**src/rtl/l1d_miss_ctrl_if.sv**
```systemverilog
// Signal bundle between the L1D miss controller and its lookup pipeline, arrays, PLRU and memory.
// The master modport is the controller's view; the slave modport is the surrounding system's view.
interface l1d_miss_ctrl_if #(
  parameter int unsigned NUM_WAYS = 4,
  parameter int unsigned ADDR_W   = 32,
  parameter int unsigned INDEX_W  = 6,
  parameter int unsigned OFFSET_W = 4,
  parameter int unsigned LINE_W   = 128
);
  localparam int unsigned WAY_W = $clog2(NUM_WAYS);
  localparam int unsigned TAG_W = ADDR_W - INDEX_W - OFFSET_W;

  logic              miss_valid;
  logic              miss_ready;
  logic [ADDR_W-1:0] miss_addr;
  logic [WAY_W-1:0]  plru_victim;
  logic              plru_update;
  logic [WAY_W-1:0]  plru_way;
  logic              arr_rd_en;
  logic [INDEX_W-1:0] arr_index;
  logic [WAY_W-1:0]  arr_way;
  logic              arr_rd_valid;
  logic              arr_rd_dirty;
  logic [TAG_W-1:0]  arr_rd_tag;
  logic [LINE_W-1:0] arr_rd_data;
  logic              arr_wr_en;
  logic [TAG_W-1:0]  arr_wr_tag;
  logic [LINE_W-1:0] arr_wr_data;
  logic              arr_wr_dirty;
  logic              mem_req_valid;
  logic              mem_req_ready;
  logic              mem_req_we;
  logic [ADDR_W-1:0] mem_req_addr;
  logic [LINE_W-1:0] mem_req_wdata;
  logic              mem_resp_valid;
  logic [LINE_W-1:0] mem_resp_data;
  logic              busy;

  modport master (
    input  miss_valid, miss_addr, plru_victim,
    input  arr_rd_valid, arr_rd_dirty, arr_rd_tag, arr_rd_data,
    input  mem_req_ready, mem_resp_valid, mem_resp_data,
    output miss_ready, plru_update, plru_way,
    output arr_rd_en, arr_index, arr_way, arr_wr_en, arr_wr_tag, arr_wr_data, arr_wr_dirty,
    output mem_req_valid, mem_req_we, mem_req_addr, mem_req_wdata, busy
  );

  modport slave (
    output miss_valid, miss_addr, plru_victim,
    output arr_rd_valid, arr_rd_dirty, arr_rd_tag, arr_rd_data,
    output mem_req_ready, mem_resp_valid, mem_resp_data,
    input  miss_ready, plru_update, plru_way,
    input  arr_rd_en, arr_index, arr_way, arr_wr_en, arr_wr_tag, arr_wr_data, arr_wr_dirty,
    input  mem_req_valid, mem_req_we, mem_req_addr, mem_req_wdata, busy
  );
endinterface

```
**src/rtl/l1d_miss_ctrl.sv**
```systemverilog
// Single-outstanding L1D miss handler: reads victim metadata, writes back a dirty victim,
// refills the line from memory, writes it into the arrays and marks the way MRU in the PLRU.
module l1d_miss_ctrl #(
  parameter int unsigned NUM_WAYS = 4,
  parameter int unsigned ADDR_W   = 32,
  parameter int unsigned INDEX_W  = 6,
  parameter int unsigned OFFSET_W = 4,
  parameter int unsigned LINE_W   = 128
) (
  input logic            clk,
  input logic            rst_n,
  l1d_miss_ctrl_if.master bus
);
  localparam int unsigned WAY_W = $clog2(NUM_WAYS);
  localparam int unsigned TAG_W = ADDR_W - INDEX_W - OFFSET_W;

  typedef enum logic [2:0] {
    StIdle, StRdMeta, StEval, StWbReq, StRfReq, StRfWait, StFill
  } state_e;

  state_e              state_q, state_d;
  logic [TAG_W-1:0]    tag_q, tag_d;
  logic [INDEX_W-1:0]  index_q, index_d;
  logic [WAY_W-1:0]    victim_q, victim_d;
  logic [ADDR_W-1:0]   wb_addr_q, wb_addr_d;
  logic [LINE_W-1:0]   wb_data_q, wb_data_d;
  logic [LINE_W-1:0]   line_q, line_d;

  // Byte offset within the line is irrelevant: all memory traffic is line-aligned.
  logic unused_offset;
  assign unused_offset = ^bus.miss_addr[OFFSET_W-1:0];

  always_comb begin
    state_d   = state_q;
    tag_d     = tag_q;
    index_d   = index_q;
    victim_d  = victim_q;
    wb_addr_d = wb_addr_q;
    wb_data_d = wb_data_q;
    line_d    = line_q;
    case (state_q)
      StIdle: begin
        if (bus.miss_valid) begin
          tag_d    = bus.miss_addr[ADDR_W-1 -: TAG_W];
          index_d  = bus.miss_addr[OFFSET_W +: INDEX_W];
          victim_d = bus.plru_victim;
          state_d  = StRdMeta;
        end
      end
      StRdMeta: state_d = StEval;
      StEval: begin
        if (bus.arr_rd_valid && bus.arr_rd_dirty) begin
          wb_addr_d = {bus.arr_rd_tag, index_q, {OFFSET_W{1'b0}}};
          wb_data_d = bus.arr_rd_data;
          state_d   = StWbReq;
        end else begin
          state_d = StRfReq;
        end
      end
      StWbReq: if (bus.mem_req_ready) state_d = StRfReq;
      StRfReq: if (bus.mem_req_ready) state_d = StRfWait;
      StRfWait: begin
        if (bus.mem_resp_valid) begin
          line_d  = bus.mem_resp_data;
          state_d = StFill;
        end
      end
      StFill:  state_d = StIdle;
      default: state_d = StIdle;
    endcase
  end

  always_ff @(posedge clk) begin
    if (!rst_n) begin
      state_q   <= StIdle;
      tag_q     <= '0;
      index_q   <= '0;
      victim_q  <= '0;
      wb_addr_q <= '0;
      wb_data_q <= '0;
      line_q    <= '0;
    end else begin
      state_q   <= state_d;
      tag_q     <= tag_d;
      index_q   <= index_d;
      victim_q  <= victim_d;
      wb_addr_q <= wb_addr_d;
      wb_data_q <= wb_data_d;
      line_q    <= line_d;
    end
  end

  // miss_ready is gated by rst_n so a miss presented during reset is never handshaken.
  always_comb begin
    bus.miss_ready    = (state_q == StIdle) && rst_n;
    bus.busy          = (state_q != StIdle);
    bus.arr_rd_en     = (state_q == StRdMeta);
    bus.arr_index     = index_q;
    bus.arr_way       = victim_q;
    bus.arr_wr_en     = (state_q == StFill);
    bus.arr_wr_tag    = tag_q;
    bus.arr_wr_data   = line_q;
    bus.arr_wr_dirty  = 1'b0;
    bus.plru_update   = (state_q == StFill);
    bus.plru_way      = victim_q;
    bus.mem_req_valid = (state_q == StWbReq) || (state_q == StRfReq);
    bus.mem_req_we    = (state_q == StWbReq);
    bus.mem_req_addr  = (state_q == StWbReq) ? wb_addr_q : {tag_q, index_q, {OFFSET_W{1'b0}}};
    bus.mem_req_wdata = wb_data_q;
  end
endmodule
```
**src/flat_wrapper.sv**
```systemverilog
// flat-port wrapper written by rule: the top's interface ports become plain ports
module l1d_miss_ctrl_flat 
#(
  parameter int unsigned NUM_WAYS = 4,
  parameter int unsigned ADDR_W   = 32,
  parameter int unsigned INDEX_W  = 6,
  parameter int unsigned OFFSET_W = 4,
  parameter int unsigned LINE_W   = 128
)
  (clk, rst_n, bus_miss_valid, bus_miss_addr, bus_plru_victim, bus_arr_rd_valid, bus_arr_rd_dirty, bus_arr_rd_tag, bus_arr_rd_data, bus_mem_req_ready, bus_mem_resp_valid, bus_mem_resp_data, bus_miss_ready, bus_plru_update, bus_plru_way, bus_arr_rd_en, bus_arr_index, bus_arr_way, bus_arr_wr_en, bus_arr_wr_tag, bus_arr_wr_data, bus_arr_wr_dirty, bus_mem_req_valid, bus_mem_req_we, bus_mem_req_addr, bus_mem_req_wdata, bus_busy);
  l1d_miss_ctrl_if #(.NUM_WAYS(NUM_WAYS), .ADDR_W(ADDR_W), .INDEX_W(INDEX_W), .OFFSET_W(OFFSET_W), .LINE_W(LINE_W)) bus_i ();
  input logic clk;
  input logic rst_n;
  input wire logic [$bits(bus_i.miss_valid)-1:0] bus_miss_valid;
  input wire logic [$bits(bus_i.miss_addr)-1:0] bus_miss_addr;
  input wire logic [$bits(bus_i.plru_victim)-1:0] bus_plru_victim;
  input wire logic [$bits(bus_i.arr_rd_valid)-1:0] bus_arr_rd_valid;
  input wire logic [$bits(bus_i.arr_rd_dirty)-1:0] bus_arr_rd_dirty;
  input wire logic [$bits(bus_i.arr_rd_tag)-1:0] bus_arr_rd_tag;
  input wire logic [$bits(bus_i.arr_rd_data)-1:0] bus_arr_rd_data;
  input wire logic [$bits(bus_i.mem_req_ready)-1:0] bus_mem_req_ready;
  input wire logic [$bits(bus_i.mem_resp_valid)-1:0] bus_mem_resp_valid;
  input wire logic [$bits(bus_i.mem_resp_data)-1:0] bus_mem_resp_data;
  output wire logic [$bits(bus_i.miss_ready)-1:0] bus_miss_ready;
  output wire logic [$bits(bus_i.plru_update)-1:0] bus_plru_update;
  output wire logic [$bits(bus_i.plru_way)-1:0] bus_plru_way;
  output wire logic [$bits(bus_i.arr_rd_en)-1:0] bus_arr_rd_en;
  output wire logic [$bits(bus_i.arr_index)-1:0] bus_arr_index;
  output wire logic [$bits(bus_i.arr_way)-1:0] bus_arr_way;
  output wire logic [$bits(bus_i.arr_wr_en)-1:0] bus_arr_wr_en;
  output wire logic [$bits(bus_i.arr_wr_tag)-1:0] bus_arr_wr_tag;
  output wire logic [$bits(bus_i.arr_wr_data)-1:0] bus_arr_wr_data;
  output wire logic [$bits(bus_i.arr_wr_dirty)-1:0] bus_arr_wr_dirty;
  output wire logic [$bits(bus_i.mem_req_valid)-1:0] bus_mem_req_valid;
  output wire logic [$bits(bus_i.mem_req_we)-1:0] bus_mem_req_we;
  output wire logic [$bits(bus_i.mem_req_addr)-1:0] bus_mem_req_addr;
  output wire logic [$bits(bus_i.mem_req_wdata)-1:0] bus_mem_req_wdata;
  output wire logic [$bits(bus_i.busy)-1:0] bus_busy;
  assign bus_i.miss_valid = bus_miss_valid;
  assign bus_i.miss_addr = bus_miss_addr;
  assign bus_i.plru_victim = bus_plru_victim;
  assign bus_i.arr_rd_valid = bus_arr_rd_valid;
  assign bus_i.arr_rd_dirty = bus_arr_rd_dirty;
  assign bus_i.arr_rd_tag = bus_arr_rd_tag;
  assign bus_i.arr_rd_data = bus_arr_rd_data;
  assign bus_i.mem_req_ready = bus_mem_req_ready;
  assign bus_i.mem_resp_valid = bus_mem_resp_valid;
  assign bus_i.mem_resp_data = bus_mem_resp_data;
  assign bus_miss_ready = bus_i.miss_ready;
  assign bus_plru_update = bus_i.plru_update;
  assign bus_plru_way = bus_i.plru_way;
  assign bus_arr_rd_en = bus_i.arr_rd_en;
  assign bus_arr_index = bus_i.arr_index;
  assign bus_arr_way = bus_i.arr_way;
  assign bus_arr_wr_en = bus_i.arr_wr_en;
  assign bus_arr_wr_tag = bus_i.arr_wr_tag;
  assign bus_arr_wr_data = bus_i.arr_wr_data;
  assign bus_arr_wr_dirty = bus_i.arr_wr_dirty;
  assign bus_mem_req_valid = bus_i.mem_req_valid;
  assign bus_mem_req_we = bus_i.mem_req_we;
  assign bus_mem_req_addr = bus_i.mem_req_addr;
  assign bus_mem_req_wdata = bus_i.mem_req_wdata;
  assign bus_busy = bus_i.busy;
  l1d_miss_ctrl #(.NUM_WAYS(NUM_WAYS), .ADDR_W(ADDR_W), .INDEX_W(INDEX_W), .OFFSET_W(OFFSET_W), .LINE_W(LINE_W)) u_core (.clk(clk), .rst_n(rst_n), .bus(bus_i));
endmodule
```
**config.mk**
```make
export PLATFORM = sky130hd
export DESIGN_NAME = l1d_miss_ctrl_flat
export DESIGN_NICKNAME = d
export VERILOG_FILES = /design/src/rtl/l1d_miss_ctrl_if.sv /design/src/rtl/l1d_miss_ctrl.sv /design/src/flat_wrapper.sv
export SDC_FILE = /design/constraint.sdc
export NUM_CORES = 1
export LEC_CHECK = 0
export CORE_AREA = 2 2 253 255
export DETAILED_ROUTE_END_ITERATION = 6
export DIE_AREA = 0 0 255 257
export SLEW_MARGIN = 20
export SYNTH_ARGS = -nofsm -noshare
export SYNTH_HDL_FRONTEND = slang
export SYNTH_SLANG_ARGS = --single-unit
```
**constraint.sdc**
```tcl
create_clock -name clk -period 1.8 [get_ports clk]
set_input_delay 0.27 -clock clk [delete_from_list [all_inputs] [get_ports clk]]
set_output_delay 0.27 -clock clk [all_outputs]
set_load 0.05 [all_outputs]
```
==> flow_summary.html, run 1 <==
<table>
<tr><th>Metric</th><th>Value</th></tr>
<tr><th colspan="2">Run status</th></tr>
<tr><td>Result of the run</td><td>finished with violations</td></tr>
<tr><td>Violations in the final reports</td><td>negative setup slack</td></tr>
<tr><th colspan="2">Power and ir drop</th></tr>
<tr><td>Worst supply voltage drop on vdd</td><td>0.630 mV</td></tr>
<tr><td>Net switching share of the total power</td><td>0.272</td></tr>
<tr><td>Power Total</td><td>between 15 and 20 mW</td></tr>
<tr><td>Power density cells</td><td>838 mW/mm²</td></tr>
<tr><td>Part of the total power dissipated in sequential elements</td><td>0.411</td></tr>
<tr><td>Relative contribution of the clock network to total power</td><td>0.405</td></tr>
<tr><td>Lkg Pwr</td><td>8.45 nW</td></tr>
<tr><td>Combinational Power Share</td><td>0.184</td></tr>
<tr><td>Switching power of the nets</td><td>approximately 4.8 mW</td></tr>
<tr><td>Total internal power</td><td>12.8 mW</td></tr>
<tr><th colspan="2">Timing</th></tr>
<tr><td>Number of endpoints with negative hold slack in the final report</td><td>0</td></tr>
<tr><td>Time the final worst path needs with I/O delays and setup</td><td>~2.1 ns</td></tr>
<tr><td>Worst hold margin</td><td>between 0.2 and 0.3 ns</td></tr>
<tr><td>Remaining max-slew budget at the tightest pin</td><td>0.635</td></tr>
<tr><td>Sum of negative setup slack</td><td>-10.46 ns</td></tr>
<tr><td>Setup repair after global routing missed its margin</td><td>true</td></tr>
<tr><td>Count of final max-slew check failures</td><td>0</td></tr>
<tr><td>Final WS setup</td><td>-0.337 ns</td></tr>
<tr><td>Tightest Pin Transition</td><td>0.549 ns</td></tr>
<tr><td>Number of endpoints failing setup at the final stage</td><td>35</td></tr>
<tr><td>Max Fclk</td><td>0.468 GHz</td></tr>
<tr><td>Ratio of final minimum period to clock period</td><td>1.19</td></tr>
<tr><td>Maximum clock skew at final layout</td><td>around 0.011 ns</td></tr>
<tr><th colspan="2">Clock network</th></tr>
<tr><td>Clk sink count</td><td>317</td></tr>
<tr><td>Htree depth</td><td>2</td></tr>
<tr><td>Clock buffer count from CTS</td><td>36</td></tr>
<tr><td>Deepest clock path buffer count</td><td>3</td></tr>
<tr><td>Latest clock arrival within the worst-skew pair</td><td>between 0.5 and 0.6 ns</td></tr>
<tr><td>CTS tree</td><td>built</td></tr>
<tr><td>CTS clk-pin slew, worst paths</td><td>0.06 ns</td></tr>
<tr><td>Root buffer cell</td><td>sky130_fd_sc_hd__clkbuf_16</td></tr>
<tr><th colspan="2">Die</th></tr>
<tr><td>Y dimension of the die</td><td>between 200 and 300 µm</td></tr>
<tr><td>Starting density of the core</td><td>0.190</td></tr>
<tr><td>Die Span X</td><td>255 µm</td></tr>
<tr><td>Core Box Area</td><td>0.0627 mm²</td></tr>
<tr><td>Die area</td><td>0.0655 mm²</td></tr>
<tr><td>Number of I/O pins</td><td>647</td></tr>
<tr><td>Number of rows in the core area</td><td>92</td></tr>
<tr><th colspan="2">Detailed routing</th></tr>
<tr><td>Number of DRC markers in iteration 0</td><td>657</td></tr>
<tr><td>Number of design rule violations left after detail routing</td><td>0</td></tr>
<tr><td>Wirelength per Cell</td><td>approximately 17 µm</td></tr>
<tr><td>Drt pass-1 iters</td><td>7</td></tr>
<tr><td>Via count of the routed design</td><td>13.1k</td></tr>
<tr><td>Number of nets with antenna violations after detailed routing</td><td>0</td></tr>
<tr><td>Total wire length</td><td>49600 µm</td></tr>
<tr><td>Mean number of vias per cell</td><td>4.36</td></tr>
<tr><th colspan="2">Synthesis</th></tr>
<tr><td>Share of synthesized cell area in full adder, half adder and majority cells</td><td>0</td></tr>
<tr><td>Post-synthesis instance area</td><td>0.0119 mm²</td></tr>
<tr><td>Combinational family with the most area after synthesis</td><td>compound AO/OA/AOI/OAI gates</td></tr>
<tr><td>Distinct cell type count after synthesis</td><td>35</td></tr>
<tr><td>Top cell type by total area after synthesis</td><td>sky130_fd_sc_hd__dfxtp_1</td></tr>
<tr><td>Post-Synth XOR/XNOR Area</td><td>0</td></tr>
<tr><td>Seq cells post-synth</td><td>about 320</td></tr>
<tr><td>Fraction of the mapped netlist area in compound gates</td><td>0.203</td></tr>
<tr><td>Post-Syn Instances</td><td>between 1k and 1.5k</td></tr>
<tr><td>Post-Synth Simple-Gate Area</td><td>0.177</td></tr>
<tr><td>Syn avg cell area</td><td>~8.1 µm²</td></tr>
<tr><td>Area share of the largest cell type after synthesis</td><td>0.533</td></tr>
<tr><td>Share of cell area taken by muxes after synthesis</td><td>0.0273</td></tr>
<tr><td>Sequential element share of the synthesized area</td><td>0.533</td></tr>
<tr><td>Warning count from the yosys run</td><td>0</td></tr>
<tr><td>Dominant cells by area after synthesis</td><td>sky130_fd_sc_hd__dfxtp_1, sky130_fd_sc_hd__a21oi_1, sky130_fd_sc_hd__nand2_1, sky130_fd_sc_hd__nand3_1, sky130_fd_sc_hd__o21ai_0</td></tr>
<tr><th colspan="2">Place</th></tr>
<tr><td>RD Place Congestion</td><td>0.772</td></tr>
<tr><td>Detailed placement HPWL</td><td>between 30000 and 40000 µm</td></tr>
<tr><td>Post-place instance area</td><td>just under 0.02 mm²</td></tr>
<tr><td>Port Buf Inserts</td><td>approximately 640</td></tr>
<tr><th colspan="2">Global routing</th></tr>
<tr><td>Wire length of the first global-routing pass</td><td>around 72000 µm</td></tr>
<tr><td>Largest net degree at the start of global routing</td><td>101</td></tr>
<tr><td>Total grt overflow</td><td>0</td></tr>
<tr><td>Via count of the first global-routing pass</td><td>12.6k</td></tr>
<tr><td>GRT Resource Usage Total</td><td>0.140</td></tr>
<tr><td>Number of antenna violations at the first check in global routing</td><td>1</td></tr>
<tr><th colspan="2">Finish</th></tr>
<tr><td>Most frequent standard cell in the layout excluding fill and tap cells</td><td>sky130_fd_sc_hd__nand2_1</td></tr>
<tr><td>Fill cell instance count of the final layout</td><td>6493</td></tr>
<tr><td>Signed area change from the synthesized netlist to the final layout</td><td>76.5%</td></tr>
<tr><td>Fraction of final layout cells with drive strength greater than 1</td><td>0.170</td></tr>
<tr><td>Commonest cells after routing, fill and taps aside</td><td>sky130_fd_sc_hd__nand2_1, sky130_fd_sc_hd__a21oi_1, sky130_fd_sc_hd__clkdlybuf4s50_1, sky130_fd_sc_hd__dfxtp_1, sky130_fd_sc_hd__buf_4</td></tr>
<tr><td>Post-route standard cell area excluding fillers</td><td>0.0210 mm²</td></tr>
<tr><td>Final standard cell utilization of the core</td><td>0.335</td></tr>
<tr><td>Net count reported at finish</td><td>2444</td></tr>
<tr><th colspan="2">Flow run</th></tr>
<tr><td>Max-Cap Viols</td><td>0</td></tr>
<tr><th colspan="2">Critical path</th></tr>
<tr><td>Delay contributed by the slowest stage of the critical path</td><td>0.34 ns</td></tr>
<tr><td>Endpoint of the worst setup timing path</td><td>bus_mem_req_addr[6]</td></tr>
<tr><td>Reg2Reg Capture Point</td><td>u_core.bus.arr_wr_data[65]$_SDFFE_PN0P_</td></tr>
<tr><td>Startpoint of the most critical setup path</td><td>u_core.state_q[2]$_SDFFE_PN0P_</td></tr>
<tr><td>Data required time at the worst endpoint</td><td>around 1.5 ns</td></tr>
<tr><td>Slowest stage cell, crit path</td><td>sky130_fd_sc_hd__dfxtp_4</td></tr>
<tr><td>Cell depth of the worst setup path</td><td>5</td></tr>
<tr><td>Number of buffer and inverter instances along the worst setup path</td><td>3</td></tr>
<tr><td>Cell family with most CP delay</td><td>buffers and inverters</td></tr>
<tr><td>Worst R2R Setup Slack</td><td>0.08 ns</td></tr>
<tr><td>Cell breakdown of the critical path</td><td>nand3b_1 -&gt; buf_6 -&gt; buf_12 -&gt; mux2_4 -&gt; buf_12</td></tr>
<tr><td>Kind of capture point of the worst setup path</td><td>output port</td></tr>
<tr><td>Launching point of the worst reg2reg path</td><td>u_core.state_q[2]$_SDFFE_PN0P_</td></tr>
<tr><td>Length in cells of the worst reg-to-reg path</td><td>9</td></tr>
<tr><td>Top fanout value on the critical path</td><td>8</td></tr>
<tr><td>Library cell appearing most often on the critical path</td><td>sky130_fd_sc_hd__buf_12</td></tr>
<tr><td>Critical Path Source Type</td><td>flip-flop</td></tr>
<tr><td>Crit Path Category</td><td>reg -&gt; out</td></tr>
<tr><td>Signal arrival time at the worst endpoint</td><td>1.87 ns</td></tr>
<tr><th colspan="2">Hold path</th></tr>
<tr><td>Class of the tightest hold or removal check</td><td>in -&gt; reg</td></tr>
</table>
==> stage by stage <==
stage,setup WS [ns],instances
3_5_place_dp,-0.158,2907
5_1_grt,-0.424,2993
3_3_place_gp,-0.110,2907
6_report,-0.337,2994
2_1_floorplan,-0.197,1476
4_1_cts,-0.375,2986
==> worst min path at each step <==
stage                                                        start                                  endpoint  slack, ns  depth (start not counted)
final                                             bus_miss_addr[4]      u_core.bus.arr_index[0]$_SDFFE_PN0P_       0.28                          3
after global routing                        bus_mem_resp_data[125]  u_core.bus.arr_wr_data[125]$_SDFFE_PN0P_       0.27                          3
after CTS                                   bus_mem_resp_data[125]  u_core.bus.arr_wr_data[125]$_SDFFE_PN0P_       0.24                          3
after detailed placement  u_core.bus.arr_wr_data[124]$_SDFFE_PN0P_  u_core.bus.arr_wr_data[124]$_SDFFE_PN0P_       0.45                          2
after global placement      u_core.bus.arr_wr_data[8]$_SDFFE_PN0P_    u_core.bus.arr_wr_data[8]$_SDFFE_PN0P_       0.44                          2
after floorplan                               bus_mem_resp_data[0]    u_core.bus.arr_wr_data[0]$_SDFFE_PN0P_       0.41                          2
==> synthesized netlist by cell type <==
library cell and count:
sky130_fd_sc_hd__a211o_1 1, sky130_fd_sc_hd__conb_1 1, sky130_fd_sc_hd__clkbuf_1 64, sky130_fd_sc_hd__nand3b_1 1, sky130_fd_sc_hd__nand3_1 156, sky130_fd_sc_hd__or4b_1 1
sky130_fd_sc_hd__buf_1 1, sky130_fd_sc_hd__nand2_1 319, sky130_fd_sc_hd__nor3b_1 2, sky130_fd_sc_hd__a22oi_1 1, sky130_fd_sc_hd__o21ai_1 9, sky130_fd_sc_hd__a211oi_1 1
sky130_fd_sc_hd__nor4b_2 1, sky130_fd_sc_hd__buf_2 64, sky130_fd_sc_hd__nand4b_1 1, sky130_fd_sc_hd__clkbuf_2 10, sky130_fd_sc_hd__mux2_1 13, sky130_fd_sc_hd__nor2b_1 1
sky130_fd_sc_hd__a21o_1 1, sky130_fd_sc_hd__a21oi_1 316, sky130_fd_sc_hd__inv_1 2, sky130_fd_sc_hd__dfxtp_1 317, sky130_fd_sc_hd__nor3_1 1, sky130_fd_sc_hd__o21ai_0 149
sky130_fd_sc_hd__mux2_2 15, sky130_fd_sc_hd__and4bb_2 1, sky130_fd_sc_hd__inv_2 1, sky130_fd_sc_hd__nand2b_1 1, sky130_fd_sc_hd__and4b_1 1, sky130_fd_sc_hd__o41a_1 1
sky130_fd_sc_hd__or3_1 1, sky130_fd_sc_hd__mux2i_1 1, sky130_fd_sc_hd__buf_4 12, sky130_fd_sc_hd__nor2_1 4, sky130_fd_sc_hd__nand4bb_1 1
==> sequential cells by signal, summed over array words and instances (netlist names) <==
signal / cells
u_core.bus.arr_index: 6
u_core.wb_addr_q: 28
u_core.bus.mem_req_wdata: 128
u_core.state_q: 3
u_core.bus.arr_wr_tag: 22
u_core.bus.arr_way: 2
u_core.bus.arr_wr_data: 128
==> cell type report <==
| cell class | count | area (µm²) | share of cell area |
|---|---|---|---|
| multi-input cells | 1005 | 5020 | 0.239 |
| inverters | 3 | 28.8 | 0.00137 |
| repair buffers | 762 | 7440 | 0.354 |
| flip-flops and latches | 317 | 6360 | 0.302 |
| well taps | 846 | 1060 | 0.0503 |
| clock buffers | 55 | 1030 | 0.0492 |
| clock inverters | 5 | 75.1 | 0.00357 |
| diodes | 1 | 2.50 | 0.000119 |
==> per-layer routing <==
layer	track usage	vias to the layer above	share of wire
li1	-	6322	-
met1	0.152	6083	0.37
met4	0.0500	2	0.031
met3	0.0513	94	0.10
met5	0	-	0.00026
met2	0.249	559	0.49
==> worst min-delay path: stages <==
cell,delay (ns)
sky130_fd_sc_hd__clkdlybuf4s50_1,0.40
sky130_fd_sc_hd__nand2_1,0.05
sky130_fd_sc_hd__a21oi_1,0.05
==> what timing repair did <==
item | 4_1_cts | 5_1_grt
gates cloned | 3 | 1
resized for setup | 264 | 13
hold buffers | 0 | 0
pin swaps | 5 | 5
endpoints found under the hold margin | 0 | 0
setup endpoints to repair | 211 | 37
buffers inserted | 16 | 8
==> logic make-up (layout without fill, tap and decap cells) <==
kind of cell / Yosys count / after routing
other: 1 / 6
buffers and inverters: 154 / 825
AND/OR/NAND/NOR: 492 / 492
AO/OA/AOI/OAI: 479 / 479
flip-flops: 317 / 317
multiplexers: 29 / 29
==> power by group through the flow <==
| stage | Sequential (mW) | Combinational, mW | Clock (mW) |
|---|---|---|---|
| floorplan | 7.77 | 1.05 | 0 |
| global placement | 7.39 | 3.03 | 0 |
| detailed placement | 7.40 | 3.04 | 0 |
| CTS | 7.24 | 3.20 | 7.37 |
| global route | 7.25 | 3.41 | 7.66 |
| finish | 7.24 | 3.24 | 7.14 |
(Power assumes the default switching activity.)
==> run 2, diff against run 1 <==
--- a/config.mk
+++ b/config.mk
@@ -5,9 +5,9 @@
 export SDC_FILE = /design/constraint.sdc
 export NUM_CORES = 1
 export LEC_CHECK = 0
-export CORE_AREA = 2 2 253 255
+export CORE_AREA = 2 2 249 251
 export DETAILED_ROUTE_END_ITERATION = 6
-export DIE_AREA = 0 0 255 257
+export DIE_AREA = 0 0 251 253
 export SLEW_MARGIN = 20
 export SYNTH_ARGS = -nofsm -noshare
 export SYNTH_HDL_FRONTEND = slang
==> run 2 against run 1 <==
Against the previous run:
- the flow still finishes with violations (negative setup slack)
- first-iteration DRC count is 5.3% higher
- via count is 7.0% higher
- clock skew is 0.015 ns higher
- critical path depth stayed put
- worst hold slack worse by 0.020 ns
- final area is 20% higher
- register-to-register slack worse by 0.22 ns
- clock-buffer cell count stayed put
- sequential share of layout area is 5.0 points lower
- non-clock buffer count is 72 higher
- total power is 9.6% higher
- global-route usage is 1.4 points higher
- largest cell class unchanged
- largest power group is now clock
- highest routed layer is now met4
==> flow_summary.html, run 2 (same netlist as run 1, synthesis figures left out) <==
<table>
<tr><th>Metric</th><th>Value</th></tr>
<tr><th colspan="2">Run status</th></tr>
<tr><td>Result of the run</td><td>finished with violations</td></tr>
<tr><td>Violations in the final reports</td><td>negative setup slack</td></tr>
<tr><th colspan="2">Detailed routing</th></tr>
<tr><td>Number of nets with antenna violations after detailed routing</td><td>0 (unchanged)</td></tr>
<tr><td>Wirelength per Cell</td><td>20.6 µm (+24%)</td></tr>
<tr><td>Total wire length</td><td>62000 µm (+25%)</td></tr>
<tr><td>Via count of the routed design</td><td>14.0k (+7.0%)</td></tr>
<tr><td>Number of design rule violations left after detail routing</td><td>0 (unchanged)</td></tr>
<tr><td>Number of DRC markers in iteration 0</td><td>692 (+5.3%)</td></tr>
<tr><td>Drt pass-1 iters</td><td>5 (-2)</td></tr>
<tr><td>Mean number of vias per cell</td><td>4.63 (+6.2%)</td></tr>
<tr><th colspan="2">Die</th></tr>
<tr><td>Starting density of the core</td><td>0.195 (+0.00531)</td></tr>
<tr><td>Number of I/O pins</td><td>647 (unchanged)</td></tr>
<tr><td>Core Box Area</td><td>0.0610 mm² (-2.7%)</td></tr>
<tr><td>Number of rows in the core area</td><td>91 (-1.1%)</td></tr>
<tr><td>Die Span X</td><td>251 µm (-1.6%)</td></tr>
<tr><td>Die area</td><td>0.0635 mm² (-3.1%)</td></tr>
<tr><td>Y dimension of the die</td><td>253 µm (-1.6%)</td></tr>
<tr><th colspan="2">Critical path</th></tr>
<tr><td>Kind of capture point of the worst setup path</td><td>output port</td></tr>
<tr><td>Critical Path Source Type</td><td>flip-flop</td></tr>
<tr><td>Crit Path Category</td><td>reg -&gt; out</td></tr>
<tr><td>Signal arrival time at the worst endpoint</td><td>1.91 ns (+0.04 ns)</td></tr>
<tr><td>Reg2Reg Capture Point</td><td>u_core.bus.mem_req_wdata[28]$_SDFFE_PN0P_</td></tr>
<tr><td>Data required time at the worst endpoint</td><td>1.53 ns (about the same)</td></tr>
<tr><td>Launching point of the worst reg2reg path</td><td>u_core.state_q[2]$_SDFFE_PN0P_</td></tr>
<tr><td>Length in cells of the worst reg-to-reg path</td><td>10 (+1)</td></tr>
<tr><td>Worst R2R Setup Slack</td><td>-0.14 ns (-0.22 ns)</td></tr>
<tr><td>Top fanout value on the critical path</td><td>8 (unchanged)</td></tr>
<tr><th colspan="2">Timing</th></tr>
<tr><td>Max Fclk</td><td>0.459 GHz (-1.9%)</td></tr>
<tr><td>Sum of negative setup slack</td><td>-22.36 ns (-11.91 ns)</td></tr>
<tr><td>Number of endpoints with negative hold slack in the final report</td><td>0 (unchanged)</td></tr>
<tr><td>Setup repair after global routing missed its margin</td><td>true</td></tr>
<tr><td>Time the final worst path needs with I/O delays and setup</td><td>2.18 ns (+0.0413 ns)</td></tr>
<tr><td>Worst hold margin</td><td>0.263 ns (-0.0204 ns)</td></tr>
<tr><td>Final WS setup</td><td>-0.378 ns (-0.0413 ns)</td></tr>
<tr><td>Count of final max-slew check failures</td><td>0 (unchanged)</td></tr>
<tr><td>Tightest Pin Transition</td><td>0.796 ns (+0.246 ns)</td></tr>
<tr><td>Remaining max-slew budget at the tightest pin</td><td>0.470 (-0.166)</td></tr>
<tr><td>Number of endpoints failing setup at the final stage</td><td>226 (+550%)</td></tr>
<tr><td>Ratio of final minimum period to clock period</td><td>1.21 (+0.0229)</td></tr>
<tr><td>Maximum clock skew at final layout</td><td>0.0259 ns (+0.0148 ns)</td></tr>
<tr><th colspan="2">Finish</th></tr>
<tr><td>Commonest cells after routing, fill and taps aside</td><td>sky130_fd_sc_hd__clkdlybuf4s50_1, sky130_fd_sc_hd__dfxtp_1, sky130_fd_sc_hd__nand2_1</td></tr>
<tr><td>Signed area change from the synthesized netlist to the final layout</td><td>112%</td></tr>
<tr><td>Fraction of final layout cells with drive strength greater than 1</td><td>0.398 (+0.228)</td></tr>
<tr><td>Post-route standard cell area excluding fillers</td><td>0.0252 mm² (+20%)</td></tr>
<tr><td>Net count reported at finish</td><td>2517 (+3.0%)</td></tr>
<tr><th colspan="2">Power and ir drop</th></tr>
<tr><td>Power density cells</td><td>766 mW/mm² (-8.6%)</td></tr>
<tr><td>Part of the total power dissipated in sequential elements</td><td>0.376 (-0.035)</td></tr>
<tr><td>Worst supply voltage drop on vdd</td><td>0.605 mV (-4.1%)</td></tr>
<tr><td>Switching power of the nets</td><td>5.57 mW (+16%)</td></tr>
<tr><td>Relative contribution of the clock network to total power</td><td>0.400 (-0.005)</td></tr>
<tr><td>Combinational Power Share</td><td>0.223 (+0.039)</td></tr>
<tr><td>Net switching share of the total power</td><td>0.288 (+0.0164)</td></tr>
<tr><td>Total internal power</td><td>13.7 mW (+7.1%)</td></tr>
<tr><td>Lkg Pwr</td><td>9.80 nW (+16%)</td></tr>
<tr><th colspan="2">Clock network</th></tr>
<tr><td>Deepest clock path buffer count</td><td>3 (unchanged)</td></tr>
<tr><td>Clk sink count</td><td>317 (unchanged)</td></tr>
<tr><td>Clock buffer count from CTS</td><td>37 (+2.8%)</td></tr>
<tr><td>Htree depth</td><td>2 (unchanged)</td></tr>
<tr><td>Latest clock arrival within the worst-skew pair</td><td>0.55 ns (+0.02 ns)</td></tr>
<tr><td>CTS clk-pin slew, worst paths</td><td>0.07 ns (about the same)</td></tr>
<tr><td>CTS tree</td><td>built</td></tr>
<tr><td>Root buffer cell</td><td>sky130_fd_sc_hd__clkbuf_16</td></tr>
<tr><th colspan="2">Global routing</th></tr>
<tr><td>Wire length of the first global-routing pass</td><td>76400 µm (+5.4%)</td></tr>
<tr><td>GRT Resource Usage Total</td><td>0.154 (+0.0136)</td></tr>
<tr><td>Total grt overflow</td><td>0 (unchanged)</td></tr>
<tr><td>Via count of the first global-routing pass</td><td>13.2k (+4.4%)</td></tr>
<tr><td>Number of antenna violations at the first check in global routing</td><td>3 (+2)</td></tr>
<tr><td>Largest net degree at the start of global routing</td><td>82 (-19%)</td></tr>
<tr><th colspan="2">Hold path</th></tr>
<tr><td>Capture endpoint of the worst hold path</td><td>u_core.bus.arr_wr_tag[8]$_SDFFE_PN0P_</td></tr>
<tr><td>Class of the tightest hold or removal check</td><td>in -&gt; reg</td></tr>
<tr><td>Worst hold stages</td><td>3 (unchanged)</td></tr>
<tr><td>Startpoint of the lowest-slack hold path</td><td>bus_miss_addr[18]</td></tr>
<tr><th colspan="2">Place</th></tr>
<tr><td>Detailed placement HPWL</td><td>37400 µm (+4.6%)</td></tr>
<tr><td>Port Buf Inserts</td><td>637 (unchanged)</td></tr>
<tr><td>RD Place Congestion</td><td>0.818 (+5.9%)</td></tr>
<tr><td>Post-place instance area</td><td>0.0195 mm² (-0.26%)</td></tr>
<tr><th colspan="2">Flow run</th></tr>
<tr><td>Max-Cap Viols</td><td>0 (unchanged)</td></tr>
</table>
==> run 2: changes by cell type in the layout (fill, tap and decap cells not counted), sizes merged <==
cell and delta:
clkbuf +41, buf +33, clkinv +4, dlygate4sd2 -3
clkinvlp +2, bufbuf +1, inv +1
==> run 2: worst max-delay path by stage <==
| stage | slack [ns] | cells past startpoint | to | from |
|---|---|---|---|---|
| 2_1_floorplan | -0.20 | 6 | bus_plru_update | u_core.state_q[1]$_SDFFE_PN0P_ |
| 3_3_place_gp | -0.15 | 6 | u_core.bus.mem_req_wdata[65]$_SDFFE_PN0P_ | bus_arr_rd_dirty |
| 3_5_place_dp | -0.18 | 6 | u_core.bus.mem_req_wdata[63]$_SDFFE_PN0P_ | bus_arr_rd_dirty |
| 4_1_cts | -0.40 | 5 | bus_mem_req_addr[8] | u_core.state_q[2]$_SDFFE_PN0P_ |
| 5_1_grt | -0.42 | 5 | bus_mem_req_addr[6] | u_core.state_q[2]$_SDFFE_PN0P_ |
| 6_report | -0.38 | 5 | bus_mem_req_addr[8] | u_core.state_q[2]$_SDFFE_PN0P_ |
==> run 2: final cells by class <==
class                   count  area, µm²
flip-flops and latches    317       6350
diodes                      1       2.50
well taps                 790        988
clock buffers              55       1120
inverters                   3       26.3
repair buffers            834       9340
clock inverters            12        123
multi-input cells        1005       7250
fillers                  5771      35800
==> run 2: worst max-delay path: stages (launching register included) <==
cell	delay [ns]
sky130_fd_sc_hd__dfxtp_2	0.33
sky130_fd_sc_hd__nand3b_1	0.20
sky130_fd_sc_hd__buf_6	0.17
sky130_fd_sc_hd__buf_16	0.15
sky130_fd_sc_hd__mux2_4	0.33
sky130_fd_sc_hd__buf_8	0.16
==> run 2: power groups by stage <==
stage | Sequential [mW] | Combinational, mW | Clock (mW)
4_1_cts | 7.25 | 3.29 | 7.93
2_1_floorplan | 7.77 | 1.05 | 0
3_5_place_dp | 7.41 | 3.09 | 0
6_report | 7.26 | 4.31 | 7.72
5_1_grt | 7.27 | 4.48 | 8.24
3_3_place_gp | 7.40 | 3.08 | 0
==> run 2: metal layers <==
metal / GRT usage / wire length (µm) / part of all wire
met1: 0.170 / 23400 / 0.38
met2: 0.273 / 31300 / 0.51
met3: 0.0529 / 5020 / 0.081
met4: 0.0585 / 2240 / 0.036
met5: 0 / 0 / 0
==> run 2: per-stage QoR <==
step           setup WS [ns]   util  cells  power (mW)
5_1_grt               -0.416  0.413   3016        20.0
2_1_floorplan         -0.197      -   1476        8.83
4_1_cts               -0.401  0.345   2932        18.5
6_report              -0.378  0.413   3017        19.3
3_3_place_gp          -0.155  0.319   2848        10.5
3_5_place_dp          -0.182  0.319   2848        10.5
==> run 2: timing repair <==
item                                    4_1_cts  5_1_grt
hold buffers                                  0        0
setup buffers                                13       39
pin swaps                                     5      235
endpoints found under the setup margin      208      315
cloned                                        4       54
resized for setup                           267      789
